[src/rtl/stack_seq_arbiter.sv]
// Two-port sequencer that shares one 8-bit stack between CPU and interrupt frames.
// Optional STACK_SEQ_ROUND_ROBIN_EN: alternate winners on simultaneous requests.
module stack_seq_arbiter #(
  parameter logic [7:0] STACK_LIMIT = 8'd8,
  parameter logic       PRIO_PORT   = 1'b1
) (
  input  logic        clk,
  input  logic        rst,
  input  logic        req0,
  input  logic        op0,
  input  logic [1:0]  len0,
  input  logic [15:0] wdata0,
  output logic        done0,
  output logic        err0,
  input  logic        req1,
  input  logic        op1,
  input  logic [1:0]  len1,
  input  logic [15:0] wdata1,
  output logic        done1,
  output logic        err1,
  output logic [15:0] rdata,
  output logic        busy,
  output logic        grant_id,
  input  logic [7:0]  stack_pointer,
  input  logic [7:0]  stack_base,
  output logic        stk_push_en,
  output logic        stk_pop_en,
  output logic [7:0]  stk_push_data,
  input  logic [7:0]  stk_pop_data,
  input  logic        stk_valid
);

  typedef enum logic [2:0] {
    IDLE      = 3'd0,
    CHECK     = 3'd1,
    PUSH      = 3'd2,
    POP_ISSUE = 3'd3,
    POP_WAIT  = 3'd4,
    DONE      = 3'd5
  } state_t;

  state_t      state, state_nxt;
  logic        lat_op, lat_op_nxt;
  logic [1:0]  lat_len, lat_len_nxt;
  logic [15:0] lat_wdata, lat_wdata_nxt;
  logic        byte_idx, byte_idx_nxt;
  logic        wait_cnt, wait_cnt_nxt;
  logic        busy_nxt, grant_nxt, push_en_nxt, pop_en_nxt;
  logic [7:0]  push_data_nxt;
  logic [15:0] rdata_nxt;
  logic        fin, fin_err, winner;
  logic [8:0]  push_floor, pop_top;

  assign push_floor = {1'b0, STACK_LIMIT} + {7'd0, lat_len};
  assign pop_top    = {1'b0, stack_pointer} + {7'd0, lat_len};

`ifdef STACK_SEQ_ROUND_ROBIN_EN
  logic last_served, last_served_nxt;

  // Remember the last granted port so ties alternate.
  always_ff @(posedge clk or posedge rst) begin
    if (rst) begin
      last_served <= 1'b0;
    end else begin
      last_served <= last_served_nxt;
    end
  end

  // Tie goes to the port not served last.
  always_comb begin
    if (req0 && req1) begin
      winner = ~last_served;
    end else begin
      winner = req1;
    end
  end
`else
  // Tie goes to the fixed priority port.
  always_comb begin
    if (req0 && req1) begin
      winner = PRIO_PORT;
    end else begin
      winner = req1;
    end
  end
`endif

  // Next-state and next-output logic; every output is registered from here.
  always_comb begin
    state_nxt     = state;
    lat_op_nxt    = lat_op;
    lat_len_nxt   = lat_len;
    lat_wdata_nxt = lat_wdata;
    byte_idx_nxt  = byte_idx;
    wait_cnt_nxt  = wait_cnt;
    busy_nxt      = busy;
    grant_nxt     = grant_id;
    push_en_nxt   = 1'b0;
    pop_en_nxt    = 1'b0;
    push_data_nxt = stk_push_data;
    rdata_nxt     = rdata;
    fin           = 1'b0;
    fin_err       = 1'b0;
`ifdef STACK_SEQ_ROUND_ROBIN_EN
    last_served_nxt = last_served;
`endif
    case (state)
      IDLE: begin
        if (req0 || req1) begin
          state_nxt     = CHECK;
          grant_nxt     = winner;
          busy_nxt      = 1'b1;
          rdata_nxt     = 16'd0;
          lat_op_nxt    = winner ? op1 : op0;
          lat_len_nxt   = winner ? len1 : len0;
          lat_wdata_nxt = winner ? wdata1 : wdata0;
          byte_idx_nxt  = 1'b0;
          wait_cnt_nxt  = 1'b0;
`ifdef STACK_SEQ_ROUND_ROBIN_EN
          last_served_nxt = winner;
`endif
        end else begin
          state_nxt = IDLE;
        end
      end
      CHECK: begin
        // Capacity is checked up front so a transaction never partially executes.
        if (lat_len == 2'd3) begin
          fin     = 1'b1;
          fin_err = 1'b1;
        end else if (lat_len == 2'd0) begin
          fin = 1'b1;
        end else if (!lat_op) begin
          if ({1'b0, stack_pointer} >= push_floor) begin
            state_nxt     = PUSH;
            push_en_nxt   = 1'b1;
            push_data_nxt = (lat_len == 2'd2) ? lat_wdata[15:8] : lat_wdata[7:0];
          end else begin
            fin     = 1'b1;
            fin_err = 1'b1;
          end
        end else begin
          if (pop_top <= {1'b0, stack_base}) begin
            state_nxt  = POP_ISSUE;
            pop_en_nxt = 1'b1;
          end else begin
            fin     = 1'b1;
            fin_err = 1'b1;
          end
        end
      end
      PUSH: begin
        if (!byte_idx && (lat_len == 2'd2)) begin
          byte_idx_nxt  = 1'b1;
          push_en_nxt   = 1'b1;
          push_data_nxt = lat_wdata[7:0];
        end else begin
          fin = 1'b1;
        end
      end
      POP_ISSUE: begin
        state_nxt    = POP_WAIT;
        wait_cnt_nxt = 1'b0;
      end
      POP_WAIT: begin
        if (stk_valid) begin
          if (byte_idx) begin
            rdata_nxt[15:8] = stk_pop_data;
          end else begin
            rdata_nxt[7:0] = stk_pop_data;
          end
          if (!byte_idx && (lat_len == 2'd2)) begin
            byte_idx_nxt = 1'b1;
            state_nxt    = POP_ISSUE;
            pop_en_nxt   = 1'b1;
          end else begin
            fin = 1'b1;
          end
        end else if (wait_cnt) begin
          fin     = 1'b1;
          fin_err = 1'b1;
        end else begin
          wait_cnt_nxt = 1'b1;
        end
      end
      DONE: begin
        state_nxt = IDLE;
        busy_nxt  = 1'b0;
      end
      default: begin
        state_nxt = IDLE;
        busy_nxt  = 1'b0;
      end
    endcase
    state_nxt = fin ? DONE : state_nxt;
  end

  // State, transaction latches and registered outputs.
  always_ff @(posedge clk or posedge rst) begin
    if (rst) begin
      state         <= IDLE;
      lat_op        <= 1'b0;
      lat_len       <= 2'd0;
      lat_wdata     <= 16'd0;
      byte_idx      <= 1'b0;
      wait_cnt      <= 1'b0;
      busy          <= 1'b0;
      grant_id      <= 1'b0;
      stk_push_en   <= 1'b0;
      stk_pop_en    <= 1'b0;
      stk_push_data <= 8'd0;
      rdata         <= 16'd0;
      done0         <= 1'b0;
      done1         <= 1'b0;
      err0          <= 1'b0;
      err1          <= 1'b0;
    end else begin
      state         <= state_nxt;
      lat_op        <= lat_op_nxt;
      lat_len       <= lat_len_nxt;
      lat_wdata     <= lat_wdata_nxt;
      byte_idx      <= byte_idx_nxt;
      wait_cnt      <= wait_cnt_nxt;
      busy          <= busy_nxt;
      grant_id      <= grant_nxt;
      stk_push_en   <= push_en_nxt;
      stk_pop_en    <= pop_en_nxt;
      stk_push_data <= push_data_nxt;
      rdata         <= rdata_nxt;
      done0         <= fin & ~grant_id;
      done1         <= fin & grant_id;
      err0          <= fin & fin_err & ~grant_id;
      err1          <= fin & fin_err & grant_id;
    end
  end

endmodule

[config.mk]
export PLATFORM = sky130hd
export DESIGN_NAME = stack_seq_arbiter
export DESIGN_NICKNAME = d
export VERILOG_FILES = /design/src/rtl/stack_seq_arbiter.sv
export SDC_FILE = /design/constraint.sdc
export NUM_CORES = 1
export LEC_CHECK = 0
export BUFFER_PORTS_ARGS = -buffer_cell sky130_fd_sc_hd__buf_2
export CORE_UTILIZATION = 51
export CTS_CLUSTER_DIAMETER = 150
export DETAILED_ROUTE_END_ITERATION = 8
export PLACE_DENSITY = 0.86
export SYNTH_ARGS = -nofsm -noshare
export SYNTH_HDL_FRONTEND = slang
export SYNTH_SLANG_ARGS = --single-unit
[constraint.sdc]
create_clock -name clk -period 3.4 [get_ports clk]
set_clock_uncertainty 0.1 [all_clocks]
set_input_delay 0.68 -clock clk [delete_from_list [all_inputs] [get_ports clk]]
set_output_delay 0.68 -clock clk [all_outputs]
set_load 0.02 [all_outputs]
==> impl_metrics.ini <==
[outcome]
outcome = completed

[cts]
clkSinkCount = 56
cts_root_buf = clkbuf_8
numCtsBuffers = 5
cts_max_path_buffers = 2
cts_tree = yes
clk_pin_slew_ps = 100
htree_levels = 2
clock_latency_ps = 300
hold_buffers = 0

[drt]
drc = 0
postRouteAntennaNets = 0
wirelength_um = 6410
via_per_inst = 5.32
drt_pass1_iterations = 5
via_count = 2557
drt_iter0_drc = 203
post_drt_wl_per_cell_um = 13.3

[timing]
finalHoldViolations = 0
relSlewSlack_pct = 48.6
rsz0062_at_grt = false
setup-violations-final = 0
fmax_mhz = 318
worst_pin_slew_ps = 768
period_minus_slack_ps = 3140
drv_slew = 0
finalCritPeriodShare_pct = 92.4

[critical_path]
cpPeakStageDelay_ps = 500
reg2reg_from = lat_len[1]$_DFFE_PP0P_
cp.arrival_ps = 3220
r2r-end = state[2]$_DFFE_PP0P_
crit_top_cell = ha_1
crit_path_end_kind = flop
required_ps = 3480
ff2ff_setup_slack_ps = 260
crit_buf_inv = 1
critPathTopFamily = compound AO/OA/AOI/OAI gates
startpoint_type = flop
cp_slowest_cell = dfrtp_1
rr_worst_depth = 13
worstPathMaxFanout = 8
crit_start = lat_len[1]$_DFFE_PP0P_
cp_cell_sequence = inv_1, ha_1, nor2b_1, o21ai_1, nor2_1, xor2_1, ha_1, nand3_1, nor3_1, o221ai_1, o21ai_0, o211ai_1, a221o_1
crit_type = reg -> reg

[min_path]
hold_class = in -> async

[power]
p_sw_mw = 1.27
power_mw = 2.98
irDropWorstVdd_mv = 0.399
combPwrFrac_pct = 47.8
p_int_mw = 1.71
p_leak_nw = 1.83
swShare_pct = 42.6
seqPwrFrac_pct = 40.3
p_clk_share_pct = 11.8
power.density_nw_per_um2 = 813

[layout]
final_layout_size_suffix_gt1_share_pct = 32.3
area_growth_syn_to_layout_pct = 20.5
num_antenna_cells = 0
fin_nets = 488
final_util_pct = 65.1
fin_cells = 481

[grt]
grt_max_degree = 40
grt-ovfl-total = 0
grt_util_all_layers_pct = 21.7
grt_pass1_wl_um = 10700
antenna_found_initial = 0
grt_pass1_vias = 2419

[yosys]
synthTopCellsByCount = dfrtp_1, nor2_1, a21oi_1
yosys.area.top_type = dfrtp_1
synth_edf_count = 0
yosysMostFrequentCell = dfrtp_1
syn_area_per_cell_um2 = 9.71
ys.flop_type = dfrtp_1
ys_seq_elements = 56
yosys_warnings = 0
netlist_top_cells_area = dfrtp_1, mux2i_1, mux2_2, ha_1, a21oi_1
synth_top_area_share_pct = 46.0
syn_nets = 394
synth-async-reset-ratio_pct = 100
ys_types = 45
syn_area_um2 = 3050
syn_inst = 314
ys_seq_area_share_pct = 46.0

[place]
port_buffers = 98
place_hpwl_um = 4830
place_congestion = 0.776
dp_cells = 473

[run]
maxCapViolations = 0

[floorplan]
fp.dieW_um = 79.3
start_util_pct = 54.0
fp-row-count = 27
die_h_um = 79.3
die_area_um2 = 6290
num_io_pins = 99
coreArea_um2 = 5640
==> worst register-to-register path: stages (launching register included) <==
cell	delay, ps
dfrtp_1	500
inv_1	100
ha_1	300
nor2b_1	50
o21ai_1	270
nor2_1	110
xor2_1	160
ha_1	310
nand3_1	120
nor3_1	150
o221ai_1	160
o21ai_0	190
o211ai_1	190
a221o_1	300
==> registers in the layout (all words and copies together) (netlist names) <==
register,cells
stk_push_en,1
done0,1
err0,1
rdata,16
stk_pop_en,1
grant_id,1
busy,1
lat_op,1
err1,1
byte_idx,1
lat_len,2
stk_push_data,8
wait_cnt,1
state,3
lat_wdata,16
done1,1
==> through the flow <==
step | setup TNS, ps | worst slack, ps | cell area [um^2] | hold slack, ps
2_1_floorplan | 0 | 383 | 3050 | 389
3_3_place_gp | 0 | 137 | 3590 | 358
3_5_place_dp | -63.6 | -63.6 | 3590 | 366
4_1_cts | 0 | 152 | 3670 | 286
5_1_grt | 0 | 42.0 | 3670 | 298
6_report | 0 | 259 | 3670 | 271
==> routing by layer <==
metal	wire [um]	vias up	GRT usage, %
met4	58	0	6.18
met3	367	8	4.94
met5	0	-	0
met1	2850	1188	28.4
met2	3130	94	35.9
li1	-	1267	-
==> final cells by class <==
class                   count  area [um^2]
well taps                  72         90.1
fillers                   453         1970
repair buffers            101          513
multi-input cells         222         1500
inverters                  22         82.6
clock buffers               6         72.6
clock inverters             2         13.8
flip-flops and latches     56         1400
==> power groups by stage <==
stage	registers [mW]	clock network, mW	logic [mW]
final	1.20	0.353	1.43
after global routing	1.25	0.392	1.59
after CTS	1.20	0.363	1.43
after detailed placement	1.22	0	1.42
after global placement	1.20	0	1.37
after floorplan	1.34	0	0.905
==> worst max-delay path by stage <==
stage / to / cells past startpoint
after detailed placement: state[2]$_DFFE_PP0P_ / 13
after floorplan: state[2]$_DFFE_PP0P_ / 11
after CTS: state[2]$_DFFE_PP0P_ / 13
after global routing: state[2]$_DFFE_PP0P_ / 13
final: state[2]$_DFFE_PP0P_ / 13
after global placement: state[2]$_DFFE_PP0P_ / 12
==> cell families after synthesis <==
family                   count (synthesis)  synth area share [%]
flip-flops                              56                  46.0
AO/OA/AOI/OAI                           74                  14.9
multiplexers                            35                  12.2
adder cells (fa/ha/maj)                 13                  5.58
AND/OR/NAND/NOR                         94                  14.7
buffers and inverters                   36                  4.93
XOR/XNOR                                 6                  1.72
==> cell usage in the layout, fill, tap and decap left out, types with 4 or more instances in the layout <==
cell type  netlist  routed
mux2i_1         19      19
o21ai_0         22      21
nor3_1           4       4
nand2_1         23      23
buf_2            6      98
clkbuf_8         0       5
mux2_2          16      16
inv_1           22      21
ha_1            12      12
a21oi_1         29      29
dfrtp_1         56      56
nor2_1          33      33
nor2b_1          7       6
nand3_1         14      14
==> what timing repair did <==
item / in CTS / in global routing
resized for setup: 0 / 1
setup endpoints to repair: 0 / 2
setup buffers: 0 / 0
(Power assumes the default switching activity.)
